==> src/rtl/tiny_alu_pkg.sv <==
// rtl/tiny_alu_pkg.sv - shared types and constants for the tiny_alu arbiter
//
// Purpose : opcode width, opcode encoding and the arbiter FSM state type,
//           imported by tiny_alu_rr_arbiter and tiny_alu_arbiter.
// Ports   : none (package).
package tiny_alu_pkg;

    localparam int OPCODE_BITS = 3;

    typedef enum logic [OPCODE_BITS-1:0] {
        OP_NOP = 3'd0,
        OP_ADD = 3'd1,
        OP_AND = 3'd2,
        OP_XOR = 3'd3,
        OP_MUL = 3'd4
    } opcode_e;

    typedef enum logic [1:0] {
        ST_IDLE = 2'd0,
        ST_BUSY = 2'd1,
        ST_RESP = 2'd2
    } state_e;

endpackage

==> src/rtl/tiny_alu_rr_arbiter.sv <==
// rtl/tiny_alu_rr_arbiter.sv - combinational round-robin requester selection
//
// Purpose : picks the lowest-index active request at or after ptr, wrapping
//           around NUM_REQ. Purely combinational.
// Ports   : req         in  NUM_REQ  active requests
//           ptr         in  ID_BITS  first index to consider (< NUM_REQ)
//           grant       out NUM_REQ  one-hot grant, zero when no request
//           grant_idx   out ID_BITS  index of the granted requester
//           grant_valid out 1        some request was granted
module tiny_alu_rr_arbiter
    import tiny_alu_pkg::*;
#(
    parameter int NUM_REQ = 4,
    parameter int ID_BITS = 2
) (
    input  logic [NUM_REQ-1:0] req,
    input  logic [ID_BITS-1:0] ptr,
    output logic [NUM_REQ-1:0] grant,
    output logic [ID_BITS-1:0] grant_idx,
    output logic               grant_valid
);

    int                 cand;
    logic [ID_BITS-1:0] cand_idx;

    always_comb begin
        grant       = '0;
        grant_idx   = '0;
        grant_valid = 1'b0;
        cand        = 0;
        cand_idx    = '0;
        for (int i = 0; i < NUM_REQ; i++) begin
            // ptr is always below NUM_REQ, so one subtraction wraps correctly.
            cand = int'(ptr) + i;
            if (cand >= NUM_REQ) begin
                cand = cand - NUM_REQ;
            end
            cand_idx = ID_BITS'(cand);
            if (!grant_valid && req[cand_idx]) begin
                grant_valid     = 1'b1;
                grant[cand_idx] = 1'b1;
                grant_idx       = cand_idx;
            end
        end
    end

endmodule

==> src/rtl/tiny_alu_arbiter.sv <==
// rtl/tiny_alu_arbiter.sv - round-robin arbiter sharing one tiny_alu among requesters
//
// Purpose : grants one requester at a time, drives the shared ALU with the
//           latched operands until it reports done, then holds the result on
//           the response channel until it is accepted.
//           Optional watchdog: define TINY_ALU_ARB_TIMEOUT_EN to abort an ALU
//           operation after TIMEOUT_CYCLES busy cycles with rsp_error_o=1.
// Ports   : clk_i, reset_n_i                    clock, async active-low reset
//           req_valid_i / req_ready_o           per-requester handshake
//           req_a_i, req_b_i, req_opcode_i      packed per-requester operands
//           alu_a_o, alu_b_o, alu_opcode_o      operands to the shared ALU
//           alu_start_o / alu_done_i            ALU run / completion
//           alu_result_i                        ALU result (2*INPUT_DATA_BITS)
//           rsp_valid_o / rsp_ready_i           response handshake
//           rsp_id_o, rsp_result_o, rsp_error_o response payload
module tiny_alu_arbiter
    import tiny_alu_pkg::*;
#(
    parameter int NUM_REQ         = 4,
    parameter int INPUT_DATA_BITS = 8,
    parameter int TIMEOUT_CYCLES  = 16
) (
    input  logic                                 clk_i,
    input  logic                                 reset_n_i,
    input  logic [NUM_REQ-1:0]                   req_valid_i,
    output logic [NUM_REQ-1:0]                   req_ready_o,
    input  logic [NUM_REQ*INPUT_DATA_BITS-1:0]   req_a_i,
    input  logic [NUM_REQ*INPUT_DATA_BITS-1:0]   req_b_i,
    input  logic [NUM_REQ*OPCODE_BITS-1:0]       req_opcode_i,
    output logic [INPUT_DATA_BITS-1:0]           alu_a_o,
    output logic [INPUT_DATA_BITS-1:0]           alu_b_o,
    output logic [OPCODE_BITS-1:0]               alu_opcode_o,
    output logic                                 alu_start_o,
    input  logic [2*INPUT_DATA_BITS-1:0]         alu_result_i,
    input  logic                                 alu_done_i,
    output logic                                 rsp_valid_o,
    input  logic                                 rsp_ready_i,
    output logic [$clog2(NUM_REQ)-1:0]           rsp_id_o,
    output logic [2*INPUT_DATA_BITS-1:0]         rsp_result_o,
    output logic                                 rsp_error_o
);

    localparam int ID_BITS = $clog2(NUM_REQ);

    if (NUM_REQ < 2) begin : g_bad_num_req
        $error("tiny_alu_arbiter needs at least two requesters");
    end
    if (TIMEOUT_CYCLES < 1) begin : g_bad_timeout
        $error("tiny_alu_arbiter needs TIMEOUT_CYCLES >= 1");
    end

    // Reset asserts asynchronously but releases only after two clk_i edges,
    // so the FSM never leaves reset on a metastable deassertion.
    logic [1:0] rst_sync;
    logic       rst_n;

    always_ff @(posedge clk_i or negedge reset_n_i) begin
        if (!reset_n_i) begin
            rst_sync <= 2'b00;
        end else begin
            rst_sync <= {rst_sync[0], 1'b1};
        end
    end

    assign rst_n = rst_sync[1];

    state_e             state;
    logic [ID_BITS-1:0] rr_ptr;
    logic [NUM_REQ-1:0] grant;
    logic [ID_BITS-1:0] grant_idx;
    logic               grant_valid;
    logic               accept;
    logic [ID_BITS-1:0] ptr_next;

    tiny_alu_rr_arbiter #(
        .NUM_REQ (NUM_REQ),
        .ID_BITS (ID_BITS)
    ) u_rr (
        .req         (req_valid_i),
        .ptr         (rr_ptr),
        .grant       (grant),
        .grant_idx   (grant_idx),
        .grant_valid (grant_valid)
    );

    // Ready is combinational from the grant so the accept happens in the same
    // cycle the requester sees it; it is masked while reset is still held.
    assign accept      = grant_valid && (state == ST_IDLE) && rst_n;
    assign req_ready_o = accept ? grant : '0;
    assign ptr_next    = (grant_idx == ID_BITS'(NUM_REQ - 1)) ? '0 : grant_idx + ID_BITS'(1);

`ifdef TINY_ALU_ARB_TIMEOUT_EN
    localparam int WD_BITS = $clog2(TIMEOUT_CYCLES + 1);
    logic [WD_BITS-1:0] wd;
`else
    assign rsp_error_o = 1'b0;
`endif

    always_ff @(posedge clk_i or negedge rst_n) begin
        if (!rst_n) begin
            state        <= ST_IDLE;
            rr_ptr       <= '0;
            alu_start_o  <= 1'b0;
            alu_a_o      <= '0;
            alu_b_o      <= '0;
            alu_opcode_o <= '0;
            rsp_valid_o  <= 1'b0;
            rsp_id_o     <= '0;
            rsp_result_o <= '0;
`ifdef TINY_ALU_ARB_TIMEOUT_EN
            rsp_error_o  <= 1'b0;
            wd           <= '0;
`endif
        end else begin
            case (state)
                ST_IDLE: begin
                    if (accept) begin
                        alu_a_o      <= req_a_i[grant_idx*INPUT_DATA_BITS +: INPUT_DATA_BITS];
                        alu_b_o      <= req_b_i[grant_idx*INPUT_DATA_BITS +: INPUT_DATA_BITS];
                        alu_opcode_o <= req_opcode_i[grant_idx*OPCODE_BITS +: OPCODE_BITS];
                        rsp_id_o     <= grant_idx;
                        rr_ptr       <= ptr_next;
                        alu_start_o  <= 1'b1;
                        state        <= ST_BUSY;
`ifdef TINY_ALU_ARB_TIMEOUT_EN
                        wd           <= '0;
`endif
                    end
                end
                ST_BUSY: begin
                    // Done is checked first so it wins over a same-cycle timeout.
                    if (alu_done_i) begin
                        rsp_result_o <= alu_result_i;
                        alu_start_o  <= 1'b0;
                        rsp_valid_o  <= 1'b1;
                        state        <= ST_RESP;
`ifdef TINY_ALU_ARB_TIMEOUT_EN
                        rsp_error_o  <= 1'b0;
                    end else if (wd == WD_BITS'(TIMEOUT_CYCLES - 1)) begin
                        rsp_result_o <= '0;
                        rsp_error_o  <= 1'b1;
                        alu_start_o  <= 1'b0;
                        rsp_valid_o  <= 1'b1;
                        state        <= ST_RESP;
                    end else begin
                        wd <= wd + WD_BITS'(1);
`endif
                    end
                end
                ST_RESP: begin
                    if (rsp_ready_i) begin
                        rsp_valid_o <= 1'b0;
                        state       <= ST_IDLE;
                    end
                end
                default: begin
                    state <= ST_IDLE;
                end
            endcase
        end
    end

endmodule

==> config.mk <==
export PLATFORM = sky130hd
export DESIGN_NAME = tiny_alu_arbiter
export DESIGN_NICKNAME = d
export VERILOG_FILES = /design/src/rtl/tiny_alu_pkg.sv /design/src/rtl/tiny_alu_rr_arbiter.sv /design/src/rtl/tiny_alu_arbiter.sv
export SDC_FILE = /design/constraint.sdc
export NUM_CORES = 1
export LEC_CHECK = 0
export BUFFER_PORTS_ARGS = -buffer_cell sky130_fd_sc_hd__buf_2
export CAP_MARGIN = 25
export CORE_MARGIN = 4
export CORE_UTILIZATION = 43
export CTS_CLUSTER_SIZE = 40
export DETAILED_ROUTE_END_ITERATION = 16
export MAX_ROUTING_LAYER = met4
export PLACE_DENSITY_LB_ADDON = 0.2
export SLEW_MARGIN = 20
export SYNTH_ARGS = -nofsm -noshare
export SYNTH_HDL_FRONTEND = slang
export SYNTH_SLANG_ARGS = --single-unit
==> constraint.sdc <==
create_clock -name clk_i -period 2.69 [get_ports clk_i]
set_clock_uncertainty 0.2 [all_clocks]
set_input_delay 0.1345 -clock clk_i [delete_from_list [all_inputs] [get_ports clk_i]]
set_output_delay 0.1345 -clock clk_i [all_outputs]
set_load 0.02 [all_outputs]
==> results of run 1 <==
## report_power, final
| part | switching (mW) | leakage [nW] | internal (mW) |
|---|---|---|---|
| Combinational | 2.43 | 1.87 | 2.32 |
| Sequential | 0.206 | 0.531 | 1.01 |
| Clock | 0.262 | 0.0445 | 0.185 |
| Total | 2.90 | 2.45 | 3.51 |
## routing by layer
layer / share of wire / vias to the layer above / track usage / routed length, um
met2: 0.51 / 175 / 0.435 / 5830
met3: 0.066 / 24 / 0.0497 / 757
met1: 0.40 / 1770 / 0.301 / 4640
li1: - / 1688 / - / -
met5: 0 / - / - / 0
met4: 0.022 / 0 / 0.0674 / 258
## cell usage in the layout (no fill, tap or decap), drive strengths merged, types with 4 or more instances in the layout
cell / instances
clkbuf: 5
a221oi: 4
dfrtp: 45
ha: 7
a221o: 17
nor3: 5
a31oi: 8
nor2: 77
a22oi: 4
nand2: 17
o21ai: 6
inv: 6
a2111oi: 17
dlygate4sd3: 38
mux2i: 28
a21oi: 15
buf: 198
mux2: 25
## cell type report
cell class,count,area [um2],share of cell area
clock inverter,3,21.3,0.00411
sequential,45,1130,0.218
tap,99,124,0.0240
clock buffer,5,68.8,0.0133
multi-input combinational,260,2120,0.411
timing repair buffer,236,1680,0.325
inverter,5,26.3,0.00508
## cells in the mapped netlist, types with 7 or more instances
cell type,count
nor2_1,68
dfrtp_1,45
mux2i_1,28
a2111oi_0,17
a221o_1,17
mux2_2,17
nand2_1,16
a21oi_1,15
buf_2,10
a31oi_1,8
mux2_1,8
nor2_2,8
clkbuf_1,7
ha_1,7
## stage by stage
| stage | std cells | setup slack [ps] |
|---|---|---|
| after floorplan | 335 | -507 |
| after global placement | 593 | -362 |
| after detailed placement | 593 | -456 |
| after CTS | 647 | -205 |
| after global routing | 653 | -281 |
| final | 653 | -210 |
## kinds of logic (layout without fill, tap and decap cells)
family                     after synthesis  in the layout  synth area share
and+or+nand+nor                        111            112             0.155
AOI/OAI and AO/OA                       82             82             0.207
muxes                                   56             56             0.197
DFF                                     45             45             0.352
buffers and inverters                   31            249            0.0556
adders and majority gates                7              7            0.0274
other                                    2              2           0.00235
xor gates and xnor gates                 1              1           0.00274
## worst paths after layout
path / start / depth (start not counted) / endpoint
setup / recovery: rr_ptr[0]$_DFFE_PN0P_ / 9 / alu_a_o[1]$_DFFE_PN0P_
hold / removal: req_a_i[19] / 4 / alu_a_o[3]$_DFFE_PN0P_
setup reg to reg: rr_ptr[0]$_DFFE_PN0P_ / 9 / alu_a_o[1]$_DFFE_PN0P_
hold reg to reg: rst_sync[1]$_DFF_PN0_ / 1 / rr_ptr[0]$_DFFE_PN0P_
max in group asynchronous: reset_n_i / 3 / rst_sync[1]$_DFF_PN0_
min in group asynchronous: rst_sync[1]$_DFF_PN0_ / 1 / rr_ptr[0]$_DFFE_PN0P_
## flip-flops by register name (all words and copies together) (netlist names)
signal,cells
alu_opcode_o,3
alu_a_o,8
rsp_id_o,2
state,2
alu_b_o,8
rsp_valid_o,1
alu_start_o,1
rsp_result_o,16
rr_ptr,2
rst_sync,2
## worst max-delay path, stage by stage (launching register included)
cell	delay [ps]
dfrtp_2	460
buf_6	140
mux4_2	480
nor2b_4	160
or4_4	570
buf_6	180
buf_6	120
nor2_1	120
a2111oi_2	70
a221o_1	280
## what timing repair did
action	in CTS	in global routing
hold buffers	38	0
resized for setup	35	23
pin swaps	15	7
endpoints found under the setup margin	24	24
buffers inserted	5	6
endpoints found under the hold margin	30	0
cloned	3	0
==> impl_results.md, run 1 <==
- Status: finished, violations left
- Failing checks: hold timing, setup timing
- H-tree depth: 2
- Area share of the largest cell type after synthesis: 0.352
- Fillers: 547
- Design area: 5170 um2
- Synthesis-stage register bit count: 45
- Antenna violations before repair: 0
- Vias per cell: 5.60
- Top-level I/O count: 144
- Final wirelength: 11.5 mm
- Synth cell types: 46
- Core Box Area: 7250 um2
- Pwr Density: 1240 nW/um2
- Minimum clock period: 2900 ps
- First-pass GRT wire length: 17.2 mm
- Total vias in the final route: 3657
- Drc violations: 0
- RSZ-0062 raised after global routing: yes
- Total power: 6.41 mW
- Startpoint Class: flip-flop
- Die Wd: 94.2 um
- Tcrit/Tclk final: 1.08
- Layout Nets: 660
- Fmax: 345 MHz
- Worst-Skew Late Latency: 310 ps
- Area Growth Syn to Fin: 61.8%
- Setup Viol. Count Final: 23
- GRT Util Overall: 0.252
- Routed length per placed instance: 17.6 um
- Syn nets: 442
- Avg Cell Area, Syn: 9.54 um2
- Flop2flop setup slack: -210 ps
- Final Max Tran Viols: 0
- Rows: 31
- Slew @ Worst Pin: 1020 ps
- CTS clk-pin slew, worst paths: 90 ps
- Hold Fails Final Rpt: 1
- Num CTS Buffers: 5
- Vias in the first global route: 3635
- WP data arrival: 2890 ps
- CP Max Fanout: 9
- Total negative slack: -3640 ps
- CTS root buf: clkbuf_8
- HPWL after DPL: 7.50 mm
- DRT Pass-1 Iters: 5
- Sequential fraction of the synthesis area: 0.352
- Ys flop type: dfrtp_1
- CTS Buffer Depth: 2
- Worst hold slack: -5.80 ps
- Largest net degree at the start of global routing: 44
- VDD IR-drop max: 0.732 mV
- Layout cells sized above 1: 0.509
- Syn. warnings: 0
- Worst min path class: input pin to flip-flop
- Total gr overflow: 0
- Worst slew margin: 0.322
- # diodes: 0
- Initial Util: 0.441
- Worst setup margin: -210 ps
- Synthesized cell area: 3200 um2
- Detailed router's first-iteration violation count: 244
- Port bufs: 142
- Max-cap violations: 0
- Die Area: 8870 um2
- Crit Path Category: flip-flop to flip-flop
- Placer congestion estimate: 0.802
- Final core utilization: 0.713
- CP Capture Type: flip-flop
- Post-Synthesis Cells: 335
- Critical Path RT: 2680 ps
- Biggest area consumer among synthesized cells: dfrtp_1
- Top post-synthesis cells by area: dfrtp_1, mux2i_1, nor2_1
- Leakage: 2.45 nW
- Area post-placement: 4300 um2
- Post-route ant nets: 0
- DIE HEIGHT: 94.2 um
- CTS sink count: 45
- Post-synth EDFFs: 0
- CTS tree: built
- Async SR Flop Fraction: 1.00
No activity file was read; power rests on OpenSTA's default activity.
==> run 2, diff against run 1 <==
REMOVE_ABC_BUFFERS = 1   (was unset)
==> impl_results.md, run 2 (synthesized netlist as in run 1, its figures left out) <==
- CTS Buffer Depth: 2 (unchanged)
- CP Capture Type: flip-flop (unchanged)
- Final Max Tran Viols: 0 (unchanged)
- Design area: 4950 um2 (was 5170 um2)
- Routed length per placed instance: 17.6 um (about the same)
- Minimum clock period: 2830 ps (was 2900 ps)
- Die Wd: 94.2 um (unchanged)
- CTS root buf: clkbuf_8 (unchanged)
- Multi-input logic area: 2120 um2 (about the same)
- Layout Cells excl Fill: 640 (was 653)
- DIE HEIGHT: 94.2 um (unchanged)
- Register with the most flip-flops: rsp_result_o (unchanged)
- Failing checks: setup timing (was hold timing, setup timing)
- Final core utilization: 0.682 (was 0.713)
- Register area: 1130 um2 (unchanged)
- Total vias in the final route: 3563 (was 3657)
- Max FFs per register: 16 (unchanged)
- CTS sink count: 45 (unchanged)
- Placed cell count: 578 (was 593)
- Detailed router's first-iteration violation count: 165 (was 244)
- Fillers: 571 (was 547)
- Setup Viol. Count Final: 16 (was 23)
- Post-route ant nets: 0 (unchanged)
- Largest net degree at the start of global routing: 44 (unchanged)
- WP data arrival: 2810 ps (was 2890 ps)
- Top flop regs: rsp_result_o x16, alu_a_o x8, alu_b_o x8 (unchanged)
- Fmax: 353 MHz (was 345 MHz)
- Worst min path class: input pin to flip-flop (unchanged)
- Worst slew margin: 0.364 (was 0.322)
- Antenna violations before repair: 0 (unchanged)
- Area post-placement: 4130 um2 (was 4300 um2)
- Final wirelength: 11.3 mm (was 11.5 mm)
- GRT Util Overall: 0.248 (was 0.252)
- H-tree depth: 2 (unchanged)
- Crit Path Category: flip-flop to flip-flop (unchanged)
- HPWL after DPL: 7.32 mm (was 7.50 mm)
- DRT Pass-1 Iters: 6 (was 5)
- Total power: 5.97 mW (was 6.41 mW)
- Drc violations: 0 (unchanged)
- CTS clk-pin slew, worst paths: 90 ps (about the same)
- Worst-Skew Late Latency: 300 ps (was 310 ps)
- Leakage: 2.34 nW (was 2.45 nW)
- Vias in the first global route: 3523 (was 3635)
- VDD IR-drop max: 0.510 mV (was 0.732 mV)
- Vias per cell: 5.57 (was 5.60)
- CP Max Fanout: 5 (was 9)
- RSZ-0062 raised after global routing: yes (unchanged)
- Layout cells sized above 1: 0.486 (was 0.509)
- Tcrit/Tclk final: 1.05 (was 1.08)
- Port bufs: 142 (unchanged)
- Area Growth Syn to Fin: 54.8% (was 61.8%)
- Pwr Density: 1210 nW/um2 (was 1240 nW/um2)
- Most frequent cells in the layout: buf_2, nor2_1, dfrtp_1 (unchanged)
- Top-level I/O count: 144 (unchanged)
- Die Area: 8870 um2 (unchanged)
- Total gr overflow: 0 (unchanged)
- Worst hold slack: 6.81 ps (was -5.80 ps)
- Startpoint Class: flip-flop (unchanged)
- Status: finished, violations left (unchanged)
- Hold Fails Final Rpt: 0 (was 1)
- Max-cap violations: 0 (unchanged)
- Layout Nets: 645 (was 660)
- Core Box Area: 7250 um2 (unchanged)
- Rows: 31 (unchanged)
- Most common cell after layout, fill and taps aside: buf_2 (unchanged)
- Worst setup margin: -139 ps (was -210 ps)
- Placer congestion estimate: 0.921 (was 0.802)
- Num CTS Buffers: 5 (unchanged)
- Initial Util: 0.441 (unchanged)
- CTS tree: built (unchanged)
- Slew @ Worst Pin: 955 ps (was 1020 ps)
- First-pass GRT wire length: 16.9 mm (was 17.2 mm)
- Critical Path RT: 2670 ps (was 2680 ps)
## run 2: path summary, 6_finish.rpt
kind                                        from                      to  slack (ps)  cells after the start
setup / recovery           rr_ptr[0]$_DFFE_PN0P_  alu_b_o[2]$_DFFE_PN0P_        -140                      7
hold / removal                       req_a_i[22]  alu_a_o[6]$_DFFE_PN0P_           7                      4
setup reg to reg           rr_ptr[0]$_DFFE_PN0P_  alu_b_o[2]$_DFFE_PN0P_        -140                      7
hold reg to reg            rst_sync[1]$_DFF_PN0_  alu_a_o[7]$_DFFE_PN0P_         180                      1
max in group asynchronous              reset_n_i   rst_sync[1]$_DFF_PN0_        1670                      3
min in group asynchronous  rst_sync[1]$_DFF_PN0_  alu_a_o[7]$_DFFE_PN0P_         180                      1
## run 2: power by group
part           internal (mW)  switching (mW)  leakage [nW]
clock network          0.208           0.235        0.0512
logic                   1.99            2.33          1.75
registers               1.01           0.195         0.531
## run 2: layer usage
| metal | GRT usage | share of wire | vias to the layer above |
|---|---|---|---|
| met5 | - | 0 | - |
| met4 | 0.0818 | 0.019 | 0 |
| met3 | 0.0481 | 0.092 | 23 |
| met2 | 0.439 | 0.50 | 175 |
| met1 | 0.280 | 0.39 | 1701 |
| li1 | - | - | 1664 |
## run 2: metrics by stage
stage / setup slack [ps] / setup TNS [ps]
6_report: -139 / -1500
5_1_grt: -256 / -3370
4_1_cts: -118 / -1210
3_5_place_dp: -462 / -6400
3_3_place_gp: -272 / -4450
2_1_floorplan: -1990 / -46910
## run 2: area by class of cell
class	instances	area share
antenna	2	0.00101
timing repair buffer	219	0.294
inverter	5	0.00379
clock inverter	2	0.00278
sequential	45	0.228
multi-input combinational	262	0.428
tap	99	0.0250
clock buffer	6	0.0167
## run 2: what timing repair did
item	in CTS	in global routing
buffers inserted	11	2
hold endpoints to repair	30	1
pin swaps	11	13
hold buffers	36	1
setup endpoints to repair	23	24
resized for setup	38	26
gates cloned	2	1
## run 2: critical path: stages, from the launching register on
cell and delay (ps):
dfrtp_2 410, buf_4 120, mux4_2 490, nor2b_4 150
or4_4 560, nand2_4 160, mux2_4 310, a221o_1 310
==> run 3, diff against run 2 <==
SETUP_SLACK_MARGIN = 0.3   (was unset)
==> impl_results.md, run 3 (synthesized netlist as in run 1, its figures left out) <==
- Status: finished, violations left (unchanged)
- Failing checks: setup timing (unchanged)
- Crit Path Category: flip-flop to flip-flop (unchanged)
- Die Area: 8870 um2 (unchanged)
- Placer congestion estimate: 0.921 (unchanged)
- Largest net degree at the start of global routing: 44 (unchanged)
- Leakage: 2.37 nW (was 2.34 nW)
- Vias per cell: 5.61 (was 5.57)
- Max-cap violations: 0 (unchanged)
- Routed length per placed instance: 17.8 um (was 17.6 um)
- Max incr delay on CP: 570 ps (was 560 ps)
- Detailed router's first-iteration violation count: 142 (was 165)
- Critical Path RT: 2680 ps (was 2670 ps)
- CTS tree: built (unchanged)
- Vias in the first global route: 3558 (was 3523)
- WP data arrival: 2860 ps (was 2810 ps)
- CTS clk-pin slew, worst paths: 90 ps (about the same)
- Final Max Tran Viols: 0 (unchanged)
- Num CTS Buffers: 5 (unchanged)
- Total negative slack: -2930 ps (was -1500 ps)
- Area Growth Syn to Fin: 55.4% (was 54.8%)
- Most common cell after layout, fill and taps aside: buf_2 (unchanged)
- CTS root buf: clkbuf_8 (unchanged)
- Worst-Skew Late Latency: 300 ps (about the same)
- VDD IR-drop max: 0.491 mV (was 0.510 mV)
- Worst setup margin: -174 ps (was -139 ps)
- Fmax: 349 MHz (was 353 MHz)
- Top-level I/O count: 144 (unchanged)
- Layout Cells excl Fill: 641 (was 640)
- Worst slew margin: 0.352 (was 0.364)
- Cells on worst reg2reg path: 7 (unchanged)
- Register with the most flip-flops: rsp_result_o (unchanged)
- FF-to-FF Start: rr_ptr[0]$_DFFE_PN0P_ (unchanged)
- Worst min path class: input pin to flip-flop (unchanged)
- Core Box Area: 7250 um2 (unchanged)
- Worst hold slack: 5.49 ps (was 6.81 ps)
- H-tree depth: 2 (unchanged)
- Layout Nets: 646 (was 645)
- Min-delay src: req_a_i[22] (unchanged)
- CP Max Fanout: 5 (unchanged)
- Top flop regs: rsp_result_o x16, alu_a_o x8, alu_b_o x8 (unchanged)
- WHS Path Cells: 4 (unchanged)
- End of the worst hold path: alu_a_o[6]$_DFFE_PN0P_ (unchanged)
- CP Capture Type: flip-flop (unchanged)
- Pwr Density: 1230 nW/um2 (was 1210 nW/um2)
- Design area: 4960 um2 (was 4950 um2)
- Final core utilization: 0.684 (was 0.682)
- Setup Viol. Count Final: 23 (was 16)
- Rows: 31 (unchanged)
- Antenna violations before repair: 0 (unchanged)
- DP Worst Slack: -462 ps (unchanged)
- Total power: 6.13 mW (was 5.97 mW)
- Post-route ant nets: 0 (unchanged)
- Worst reg2reg path endpoint: alu_opcode_o[0]$_DFFE_PN0P_ (was alu_b_o[2]$_DFFE_PN0P_)
- Multi-input logic area: 2070 um2 (was 2120 um2)
- Layout cells sized above 1: 0.478 (was 0.486)
- Startpoint Class: flip-flop (unchanged)
- CP max-delay cell: or4_4 (unchanged)
- Slew @ Worst Pin: 972 ps (was 955 ps)
- GRT Util Overall: 0.252 (was 0.248)
- CTS sink count: 45 (unchanged)
- Minimum clock period: 2860 ps (was 2830 ps)
- Register area: 1130 um2 (unchanged)
- RSZ-0062 raised after global routing: yes (unchanged)
- Area post-placement: 4130 um2 (unchanged)
- Hold Fails Final Rpt: 0 (unchanged)
- First-pass GRT wire length: 17.2 mm (was 16.9 mm)
- Final wirelength: 11.4 mm (was 11.3 mm)
- Initial Util: 0.441 (unchanged)
- HPWL after DPL: 7.32 mm (unchanged)
- Max FFs per register: 16 (unchanged)
- Port bufs: 142 (unchanged)
- Crit path cell chain: buf_4 > mux4_2 > or4_4 > nand2_4 > buf_12 > mux2_4 > a221o_1 (was buf_4 > mux4_2 > nor2b_4 > or4_4 > nand2_4 > mux2_4 > a221o_1)
- Placed cell count: 578 (unchanged)
- Drc violations: 0 (unchanged)
- Die Wd: 94.2 um (unchanged)
- Flop2flop setup slack: -170 ps (was -140 ps)
- Tcrit/Tclk final: 1.06 (was 1.05)
- Most frequent cells in the layout: buf_2, nor2_1, dfrtp_1 (unchanged)
- Total vias in the final route: 3599 (was 3563)
- DRT Pass-1 Iters: 4 (was 6)
- Fillers: 578 (was 571)
- CTS Buffer Depth: 2 (unchanged)
- Total gr overflow: 0 (unchanged)
- DIE HEIGHT: 94.2 um (unchanged)
## run 3: timing repair
action / CTS / global route
cloned: 3 / 1
hold buffers: 37 / 0
resized for setup: 35 / 17
hold endpoints to repair: 30 / 0
buffers inserted: 10 / 2
endpoints found under the setup margin: 26 / 26
pin swaps: 14 / 10
## run 3: worst max-delay path by stage
stage	cells past startpoint	end	slack [ps]	start
4_1_cts	9	alu_opcode_o[0]$_DFFE_PN0P_	-150	rr_ptr[0]$_DFFE_PN0P_
6_report	7	alu_opcode_o[0]$_DFFE_PN0P_	-170	rr_ptr[0]$_DFFE_PN0P_
3_5_place_dp	9	alu_b_o[4]$_DFFE_PN0P_	-460	rr_ptr[0]$_DFFE_PN0P_
3_3_place_gp	9	alu_b_o[2]$_DFFE_PN0P_	-270	rr_ptr[0]$_DFFE_PN0P_
5_1_grt	11	req_ready_o[3]	-270	rr_ptr[0]$_DFFE_PN0P_
2_1_floorplan	8	alu_a_o[1]$_DFFE_PN0P_	-1990	rr_ptr[0]$_DFFE_PN0P_
## run 3: layer usage
metal	vias to the layer above	global-route usage	part of all wire
met4	0	0.0866	0.020
met2	197	0.448	0.50
met1	1718	0.285	0.39
met3	21	0.0457	0.087
met5	-	-	0
li1	1663	-	-
## run 3: worst max-delay path: cells and delay by family (launching register included)
kind,cells,cell delay (ps)
AOI/OAI and AO/OA,1,300
buffers and inverters,2,280
DFF,1,410
muxes,2,850
and+or+nand+nor,2,700
## run 3: layout make-up
cell class / count / share of cell area
timing repair buffer: 221 / 0.306
clock inverter: 2 / 0.00277
inverter: 5 / 0.00378
multi-input combinational: 261 / 0.418
tap: 99 / 0.0249
antenna: 2 / 0.00101
clock buffer: 6 / 0.0166
sequential: 45 / 0.227
## run 3: where the power goes
group	total, mW	switching, mW	internal [mW]
registers	1.20	0.192	1.01
clock network	0.450	0.241	0.209
logic	4.48	2.34	2.14
